File: src/rtl/mem_arbiter_if.sv
// Bus bundle for mem_arbiter: instruction-fetch port, data port, memory port
// and the sticky error flag. Only clk/rst stay outside the bundle.
//   slave  : the arbiter's view
//   master : the environment's view (requesters plus memory model)
interface mem_arbiter_if;
    // Instruction-fetch port
    logic        req_I;
    logic [31:0] addr_I;
    logic        ack_I;
    logic [31:0] rdata_I;

    // Data port
    logic        req_D;
    logic        wen_D;
    logic [31:0] addr_D;
    logic [31:0] wdata_D;
    logic        ack_D;
    logic [31:0] rdata_D;

    // Memory port
    logic        mem_cen;
    logic        mem_wen;
    logic [31:0] mem_addr;
    logic [31:0] mem_wdata;
    logic [31:0] mem_rdata;
    logic        mem_ready;

    // Sticky timeout flag
    logic        err;

    modport slave (
        input  req_I, addr_I,
        input  req_D, wen_D, addr_D, wdata_D,
        input  mem_rdata, mem_ready,
        output ack_I, rdata_I,
        output ack_D, rdata_D,
        output mem_cen, mem_wen, mem_addr, mem_wdata,
        output err
    );

    modport master (
        output req_I, addr_I,
        output req_D, wen_D, addr_D, wdata_D,
        output mem_rdata, mem_ready,
        input  ack_I, rdata_I,
        input  ack_D, rdata_D,
        input  mem_cen, mem_wen, mem_addr, mem_wdata,
        input  err
    );
endinterface

File: src/rtl/mem_arbiter.sv
// Two-port (instruction fetch / data) round-robin arbiter in front of a single
// memory port. One access at a time: IDLE -> BUSY -> DONE -> IDLE.
// Optional feature: define ARB_TIMEOUT_EN to abort a BUSY access after
// TIMEOUT_CYC cycles without mem_ready; the owner is then acked with zero
// read data and the sticky err flag is raised until reset.
module mem_arbiter #(
    parameter int TIMEOUT_CYC = 16
) (
    input  logic           clk,
    input  logic           rst,
    mem_arbiter_if.slave   bus
);

    typedef enum logic [1:0] {
        S_IDLE = 2'd0,
        S_BUSY = 2'd1,
        S_DONE = 2'd2
    } state_t;

    // A timeout window shorter than one BUSY cycle is meaningless.
    if (TIMEOUT_CYC < 1) begin : g_cfg_check
        $error("mem_arbiter: TIMEOUT_CYC must be at least 1");
    end

    state_t      state_q, state_d;

    // Latched access, captured at the grant edge. owner_d_q: 1 = data port.
    logic        owner_d_q;
    logic        wen_q;
    logic [31:0] addr_q;
    logic [31:0] wdata_q;

    // Round-robin preference: 1 = data port wins a tie. After each completion
    // it points away from the port just served.
    logic        prio_d_q;

    logic [31:0] rdata_i_q;
    logic [31:0] rdata_d_q;

    logic        any_req;
    logic        grant_d;
    logic        mem_done;
    logic        timeout_hit;

    assign any_req  = bus.req_I | bus.req_D;
    // Lone requester always wins; on a tie the preferred port wins.
    assign grant_d  = bus.req_D & (~bus.req_I | prio_d_q);
    assign mem_done = (state_q == S_BUSY) & bus.mem_ready;

`ifdef ARB_TIMEOUT_EN
    localparam int CW = $clog2(TIMEOUT_CYC + 1);
    localparam logic [CW-1:0] CNT_LAST = CW'(TIMEOUT_CYC - 1);

    logic [CW-1:0] cnt_q, cnt_d;
    logic          err_q;

    assign timeout_hit = (state_q == S_BUSY) & ~bus.mem_ready & (cnt_q == CNT_LAST);

    // Counter advances on every BUSY cycle and clears whenever BUSY is left.
    always_comb begin
        cnt_d = '0;
        if (state_q == S_BUSY && !mem_done && !timeout_hit) begin
            cnt_d = cnt_q + 1'b1;
        end
    end

    // Timeout counter and sticky error register.
    always_ff @(posedge clk) begin
        if (rst) begin
            cnt_q <= '0;
            err_q <= 1'b0;
        end else begin
            cnt_q <= cnt_d;
            if (timeout_hit) begin
                err_q <= 1'b1;
            end
        end
    end

    assign bus.err = err_q;
`else
    assign timeout_hit = 1'b0;
    assign bus.err     = 1'b0;
`endif

    // State register.
    always_ff @(posedge clk) begin
        if (rst) begin
            state_q <= S_IDLE;
        end else begin
            state_q <= state_d;
        end
    end

    // Next-state logic; requests are only looked at in IDLE.
    always_comb begin
        state_d = state_q;
        case (state_q)
            S_IDLE:  if (any_req) state_d = S_BUSY;
            S_BUSY:  if (mem_done || timeout_hit) state_d = S_DONE;
            S_DONE:  state_d = S_IDLE;
            default: state_d = S_IDLE;
        endcase
    end

    // Grant latching, read-data capture and round-robin pointer update.
    always_ff @(posedge clk) begin
        if (rst) begin
            owner_d_q <= 1'b0;
            wen_q     <= 1'b0;
            addr_q    <= '0;
            wdata_q   <= '0;
            prio_d_q  <= 1'b1;
            rdata_i_q <= '0;
            rdata_d_q <= '0;
        end else begin
            if (state_q == S_IDLE && any_req) begin
                owner_d_q <= grant_d;
                wen_q     <= grant_d & bus.wen_D;
                addr_q    <= grant_d ? bus.addr_D : bus.addr_I;
                wdata_q   <= grant_d ? bus.wdata_D : '0;
            end
            if (mem_done || timeout_hit) begin
                prio_d_q <= ~owner_d_q;
                // A timed-out read returns zero; writes never touch rdata_D.
                if (!owner_d_q) begin
                    rdata_i_q <= mem_done ? bus.mem_rdata : '0;
                end else if (!wen_q) begin
                    rdata_d_q <= mem_done ? bus.mem_rdata : '0;
                end
            end
        end
    end

    // Outputs decoded from state; address/data hold their last latched value.
    always_comb begin
        bus.mem_cen   = (state_q == S_BUSY);
        bus.mem_wen   = (state_q == S_BUSY) & wen_q;
        bus.mem_addr  = addr_q;
        bus.mem_wdata = wdata_q;
        bus.ack_I     = (state_q == S_DONE) & ~owner_d_q;
        bus.ack_D     = (state_q == S_DONE) &  owner_d_q;
        bus.rdata_I   = rdata_i_q;
        bus.rdata_D   = rdata_d_q;
    end

endmodule

File: src/flat_wrapper.sv
// flat-port wrapper written by rule: the top's interface ports become plain ports
module mem_arbiter_flat 
#(
    parameter int TIMEOUT_CYC = 16
)
  (clk, rst, bus_req_I, bus_addr_I, bus_req_D, bus_wen_D, bus_addr_D, bus_wdata_D, bus_mem_rdata, bus_mem_ready, bus_ack_I, bus_rdata_I, bus_ack_D, bus_rdata_D, bus_mem_cen, bus_mem_wen, bus_mem_addr, bus_mem_wdata, bus_err);
  mem_arbiter_if bus_i ();
  input  logic clk;
  input  logic rst;
  input wire logic [$bits(bus_i.req_I)-1:0] bus_req_I;
  input wire logic [$bits(bus_i.addr_I)-1:0] bus_addr_I;
  input wire logic [$bits(bus_i.req_D)-1:0] bus_req_D;
  input wire logic [$bits(bus_i.wen_D)-1:0] bus_wen_D;
  input wire logic [$bits(bus_i.addr_D)-1:0] bus_addr_D;
  input wire logic [$bits(bus_i.wdata_D)-1:0] bus_wdata_D;
  input wire logic [$bits(bus_i.mem_rdata)-1:0] bus_mem_rdata;
  input wire logic [$bits(bus_i.mem_ready)-1:0] bus_mem_ready;
  output wire logic [$bits(bus_i.ack_I)-1:0] bus_ack_I;
  output wire logic [$bits(bus_i.rdata_I)-1:0] bus_rdata_I;
  output wire logic [$bits(bus_i.ack_D)-1:0] bus_ack_D;
  output wire logic [$bits(bus_i.rdata_D)-1:0] bus_rdata_D;
  output wire logic [$bits(bus_i.mem_cen)-1:0] bus_mem_cen;
  output wire logic [$bits(bus_i.mem_wen)-1:0] bus_mem_wen;
  output wire logic [$bits(bus_i.mem_addr)-1:0] bus_mem_addr;
  output wire logic [$bits(bus_i.mem_wdata)-1:0] bus_mem_wdata;
  output wire logic [$bits(bus_i.err)-1:0] bus_err;
  assign bus_i.req_I = bus_req_I;
  assign bus_i.addr_I = bus_addr_I;
  assign bus_i.req_D = bus_req_D;
  assign bus_i.wen_D = bus_wen_D;
  assign bus_i.addr_D = bus_addr_D;
  assign bus_i.wdata_D = bus_wdata_D;
  assign bus_i.mem_rdata = bus_mem_rdata;
  assign bus_i.mem_ready = bus_mem_ready;
  assign bus_ack_I = bus_i.ack_I;
  assign bus_rdata_I = bus_i.rdata_I;
  assign bus_ack_D = bus_i.ack_D;
  assign bus_rdata_D = bus_i.rdata_D;
  assign bus_mem_cen = bus_i.mem_cen;
  assign bus_mem_wen = bus_i.mem_wen;
  assign bus_mem_addr = bus_i.mem_addr;
  assign bus_mem_wdata = bus_i.mem_wdata;
  assign bus_err = bus_i.err;
  mem_arbiter #(.TIMEOUT_CYC(TIMEOUT_CYC)) u_core (.clk(clk), .rst(rst), .bus(bus_i));
endmodule
File: config.mk
export PLATFORM = sky130hd
export DESIGN_NAME = mem_arbiter_flat
export DESIGN_NICKNAME = d
export VERILOG_FILES = /design/src/rtl/mem_arbiter_if.sv /design/src/rtl/mem_arbiter.sv /design/src/flat_wrapper.sv
export SDC_FILE = /design/constraint.sdc
export NUM_CORES = 1
export LEC_CHECK = 0
export ABC_AREA = 1
export BUFFER_PORTS_ARGS = -buffer_cell sky130_fd_sc_hd__buf_2
export CAP_MARGIN = 20
export CELL_PAD_IN_SITES_DETAIL_PLACEMENT = 1
export CELL_PAD_IN_SITES_GLOBAL_PLACEMENT = 1
export CORE_MARGIN = 2
export CORE_UTILIZATION = 31
export CTS_BUF_LIST = sky130_fd_sc_hd__clkbuf_8 sky130_fd_sc_hd__clkbuf_16
export DETAILED_ROUTE_END_ITERATION = 8
export HOLD_SLACK_MARGIN = 0.1
export PLACE_DENSITY = 0.77
export RECOVER_POWER = 25
export SYNTH_ARGS = -nofsm -noshare
export SYNTH_HDL_FRONTEND = slang
export SYNTH_SLANG_ARGS = --single-unit
File: constraint.sdc
create_clock -name clk -period 1.6 [get_ports clk]
set_input_delay 0.08 -clock clk [delete_from_list [all_inputs] [get_ports clk]]
set_output_delay 0.08 -clock clk [all_outputs]
set_load 0.1 [all_outputs]
## Word level (Yosys, flattened, before mapping)

Index checks and enable logic that the tools add are counted.

- Equality and inequality tests: 4
- Muxes and demuxes: 5
- Bitwise logic cells: 11
- Reductions and logical operators: 5

Operators with widths:

| kind | count |
|---|---|
| 32-bit two-way mux | 2 |
| 1-bit AND | 6 |
| 2-bit two-way mux | 2 |
| 2-bit by 1-bit != test with 1-bit output, second input constant | 2 |
| 2-bit one-hot mux with 2 select lines | 1 |
| 2-bit AND reduction | 2 |
| 1-bit inverter | 3 |
| 3-bit AND reduction | 1 |
| 2-bit by 1-bit equality test with 1-bit output, second input constant | 1 |
| 2-bit equality test, second input constant | 1 |
| 2-bit zero test | 1 |
| 1-bit bitwise OR | 2 |
| 1-bit logical AND | 1 |

- Register bits: 133
- Output and inout bits: 133
- Logic and storage cells: 33

## Logic depth before layout (Yosys ltp)

- Word-level depth: 4
- Gate-level depth with buffers: 9

## Least setup slack after synthesis

Ideal clock, no wire load.

- Kind: register -> output
- Start: register u_core.state_q[0]
- End: output bus_mem_wen
- Data arrival time: 2.469 ns
- Data required time: 1.520 ns
- Setup slack: -0.949 ns
- Cell stages (with the launch flop): 3
- Buffers on the path: 0
- Cell sequence: dfxtp_1 -> inv_1 -> nor3_1

- Cells in the longest elaborated chain, start to end: 2

RTL lines:

| what | line | RTL |
|---|---|---|
| start, declared | mem_arbiter.sv:25 | `state_t state_q, state_d;` |
| start signal, assigned | mem_arbiter.sv:91 | `state_q <= state_d;` |
| 2-bit by 1-bit equality test with 1-bit output | mem_arbiter.sv:138 | `bus.mem_wen = (state_q == S_BUSY) & wen_q;` |
| 1-bit AND | mem_arbiter.sv:138 |  |
| end, declared | flat_wrapper.sv:23 | `output wire logic [$bits(bus_i.mem_wen)-1:0] bus_mem_wen;` |

Every way passes these cells.

## Final worst setup path

- Start: input bus_req_D
- End: register u_core.wdata_q[23] (netlist: u_core.bus.mem_wdata[23])

- Cells in the longest elaborated chain, start to end: 2

RTL lines:

| what | line | RTL |
|---|---|---|
| start, declared | flat_wrapper.sv:12 | `input wire logic [$bits(bus_i.req_D)-1:0] bus_req_D;` |
| 1-bit AND / 1-bit bitwise OR (equally long branches) | mem_arbiter.sv:47, mem_arbiter.sv:45 |  |
| 32-bit two-way mux / 1-bit logical AND (equally long branches) | mem_arbiter.sv:121, mem_arbiter.sv:117 |  |
| end signal, assigned | mem_arbiter.sv:121 | `wdata_q <= grant_d ? bus.wdata_D : '0;` |
| end, declared | mem_arbiter.sv:31 | `logic [31:0] wdata_q;` |

Several ways; a longest one is shown, not always the timed one.
A chain may end at the register's enable or synchronous reset.

==> run summary <==
RSZ-0062 raised after global routing: no
I/O pin total: 267
Critical R2R Capture: u_core.bus.rdata_I[13]
Fin Hold WS: 126.4 ps
Critical path arrival: 1900 ps
Worst min path class: in -> reg
Largest cells by area after synthesis: dfxtp_1 (45%), nor2_1 (17%), nand2_1 (13%), inv_1 (8.5%), nand3_1 (8.3%)
RR Startpoint: u_core.state_q[1]
Critical Path Sink Type: register
H-tree depth: 4
Max transition margin: 0.6127
Pleak: 4.894 nW
Cells on Worst Hold Path: 5
Worst Setup Path Type: in -> reg
Fin worst setup slack: 54.47 ps
DP HPWL: 13500 um
CTS Buf Count: 17
Die height: 142.2 um
Top FF cell, synth: dfxtp_1
Worst-Skew Late Latency: 410 ps
Hold worst-path end: u_core.state_q[0]
Post-Route Skew: 10.08 ps
Post-synth top cells: nor2_1 (265), nand2_1 (200), inv_1 (134), dfxtp_1 (133), nand3_1 (98)
WL/cell: 16.38 um
Syn nets: 1068
Fillers: 2444
Max VDD drop: 771.6 uV
Core box area: 18710 um2
Post-Syn Instances: 934
Post-synthesis cell area: 5922 um2
First-pass GRT wire length: 39430 um
Clock slew at reported path FFs: 60 ps
Total power: 11.27 mW
P&R area growth vs syn: 59.50%
Ys Warns: 0
Die X: 142.2 um
Die Area: 20230 um2
Slew @ Worst Pin: 583.4 ps
Rows: 50
Sequential-to-total area share from yosys stat: 0.4496
Share of cells above drive strength 1: 0.2418
Synth unique cells: 17
Count leader, synth: nor2_1
Area leader, netlist: dfxtp_1
Avg Cell Area, Syn: 6.340 um2
Setup TNS: 0 ps
Initial antenna violation count: 5
Setup violators final: 0
WP data required: 1950 ps
Non-filler cells, final: 1555
Min-delay src: bus_req_I
Crit path max fanout: 45
Fmax: 0.6470 GHz
DRT Pass-1 Iters: 4
Status: complete, no violations
GRT Overall Usage: 0.2496
Critical path launch point type: primary input
Slew Viols, Final: 0
Final period util: 0.9660
Fin. Hold Viols: 0
Via Count: 7269
Clock buffer depth: 2
Post-placement worst setup slack: 179.1 ps
Synth Register Bits: 133
Area occupied by registers: 2663 um2
Num Clock Sinks: 133
Asr flop ratio synth: 0
Nets: 1437
Max_cap viols: 0
PortBufs: 265
Worst reg2reg setup slack: 120 ps
Fin crit period: 1546 ps
Pin count of the biggest net entering global routing: 67
Root Buffer: clkbuf_16
Postcts setup bufs: 0
DRC: 0
GRT overflow: 0
Final Wtd Congestion: 0.7862
Initial core utilization: 0.3166
EDFF count, synth: 0
P per Cell Area: 1194 nW/um2
Vias per Instance: 4.675
Worst r2r path cells: 7
Final WL: 25470 um
CTS tree: done
Placed instance count: 1387
Vias in the first global route: 7664
Yosys top cell area share: 0.4496
1st-iter DRT viols: 303
Multi-input gate area: 2494 um2
ANT nets after route: 0
==> placed cells by master, fill, tap and decap left out, types with 2 or more instances in the layout <==
master         instances
nor2_1               263
nand2_1              198
buf_2                198
inv_1                136
dfxtp_1              133
dlygate4sd3_1        131
nand3_1               98
clkbuf_2              63
a21oi_1               35
clkbuf_16             17
buf_4                  9
diode_2                6
buf_12                 6
clkbuf_8               5
bufinv_16              4
nor2_4                 3
nor3_2                 2
nand2_2                2
clkinvlp_4             2
clkinv_2               2
buf_6                  2
==> worst max-delay path by stage <==
| stage | start | to | slack [ps] | cells past startpoint |
|---|---|---|---|---|
| CTS | u_core.owner_d_q | bus_ack_D | 40 | 2 |
| global placement | u_core.state_q[1] | u_core.bus.rdata_I[13] | 220 | 7 |
| global route | u_core.state_q[1] | bus_ack_I | 20 | 3 |
| finish | bus_req_D | u_core.bus.mem_wdata[23] | 50 | 7 |
| floorplan | u_core.state_q[0] | bus_mem_wen | -120 | 2 |
| detailed placement | u_core.state_q[1] | u_core.bus.rdata_I[30] | 180 | 7 |
==> cell families (layout without fill, tap and decap cells) <==
logic type,after synthesis,after routing,share of synthesized area
other,1,7,0.0006332
buffers and inverters,195,576,0.1335
and+or+nand+nor,569,569,0.3858
AOI/OAI and AO/OA,36,36,0.03042
DFF,133,133,0.4496
==> registers in the layout (all words and copies together) (netlist names) <==
name	count
u_core.wen_q	1
u_core.state_q	2
u_core.owner_d_q	1
u_core.bus.mem_addr	32
u_core.bus.mem_wdata	32
u_core.bus.rdata_I	32
u_core.bus.rdata_D	32
u_core.prio_d_q	1
==> metrics by stage <==
stage          area (um2)  utilization
2_1_floorplan        5934            -
3_3_place_gp         7461       0.3989
3_5_place_dp         7461       0.3989
4_1_cts              9423       0.5037
5_1_grt              9440       0.5047
6_report             9445       0.5050
==> worst max-delay path: stages <==
cell and delay, ps:
dlygate4sd3_1 560, buf_2 260, buf_6 380, nand3_1 210
nor2_1 220, nor2_1 60, nor2_1 110
==> area by class of cell <==
cell class,instances,area share
clock inverter,9,0.01576
antenna,6,0.001590
tap,234,0.03100
clock buffer,22,0.05232
sequential,133,0.2819
timing repair buffer,409,0.2994
inverter,136,0.05405
multi-input combinational,606,0.2640
==> layer usage <==
layer | track usage | routed length (um) | part of all wire
met3 | 0.07032 | 1708 | 0.067
met4 | 0.1363 | 1125 | 0.044
met1 | 0.2673 | 9828 | 0.39
met5 | 0 | 11 | 0.00043
met2 | 0.4434 | 12800 | 0.50
==> where the power goes <==
| part | internal [mW] | switching [mW] | total (mW) | leakage, nW |
|---|---|---|---|---|
| Combinational | 0.793 | 2.54 | 3.34 | 3.49 |
| Clock | 2.80 | 1.47 | 4.26 | 0.315 |
| Sequential | 3.54 | 0.132 | 3.67 | 1.09 |
==> what timing repair did <==
item | 4_1_cts | 5_1_grt
gates resized for setup | 3 | 2
hold buffers | 131 | 0
pin swaps | 0 | 0
hold endpoints to repair | 133 | 0
setup endpoints to repair | 3 | 2
Power figures use the tool's default switching activity.
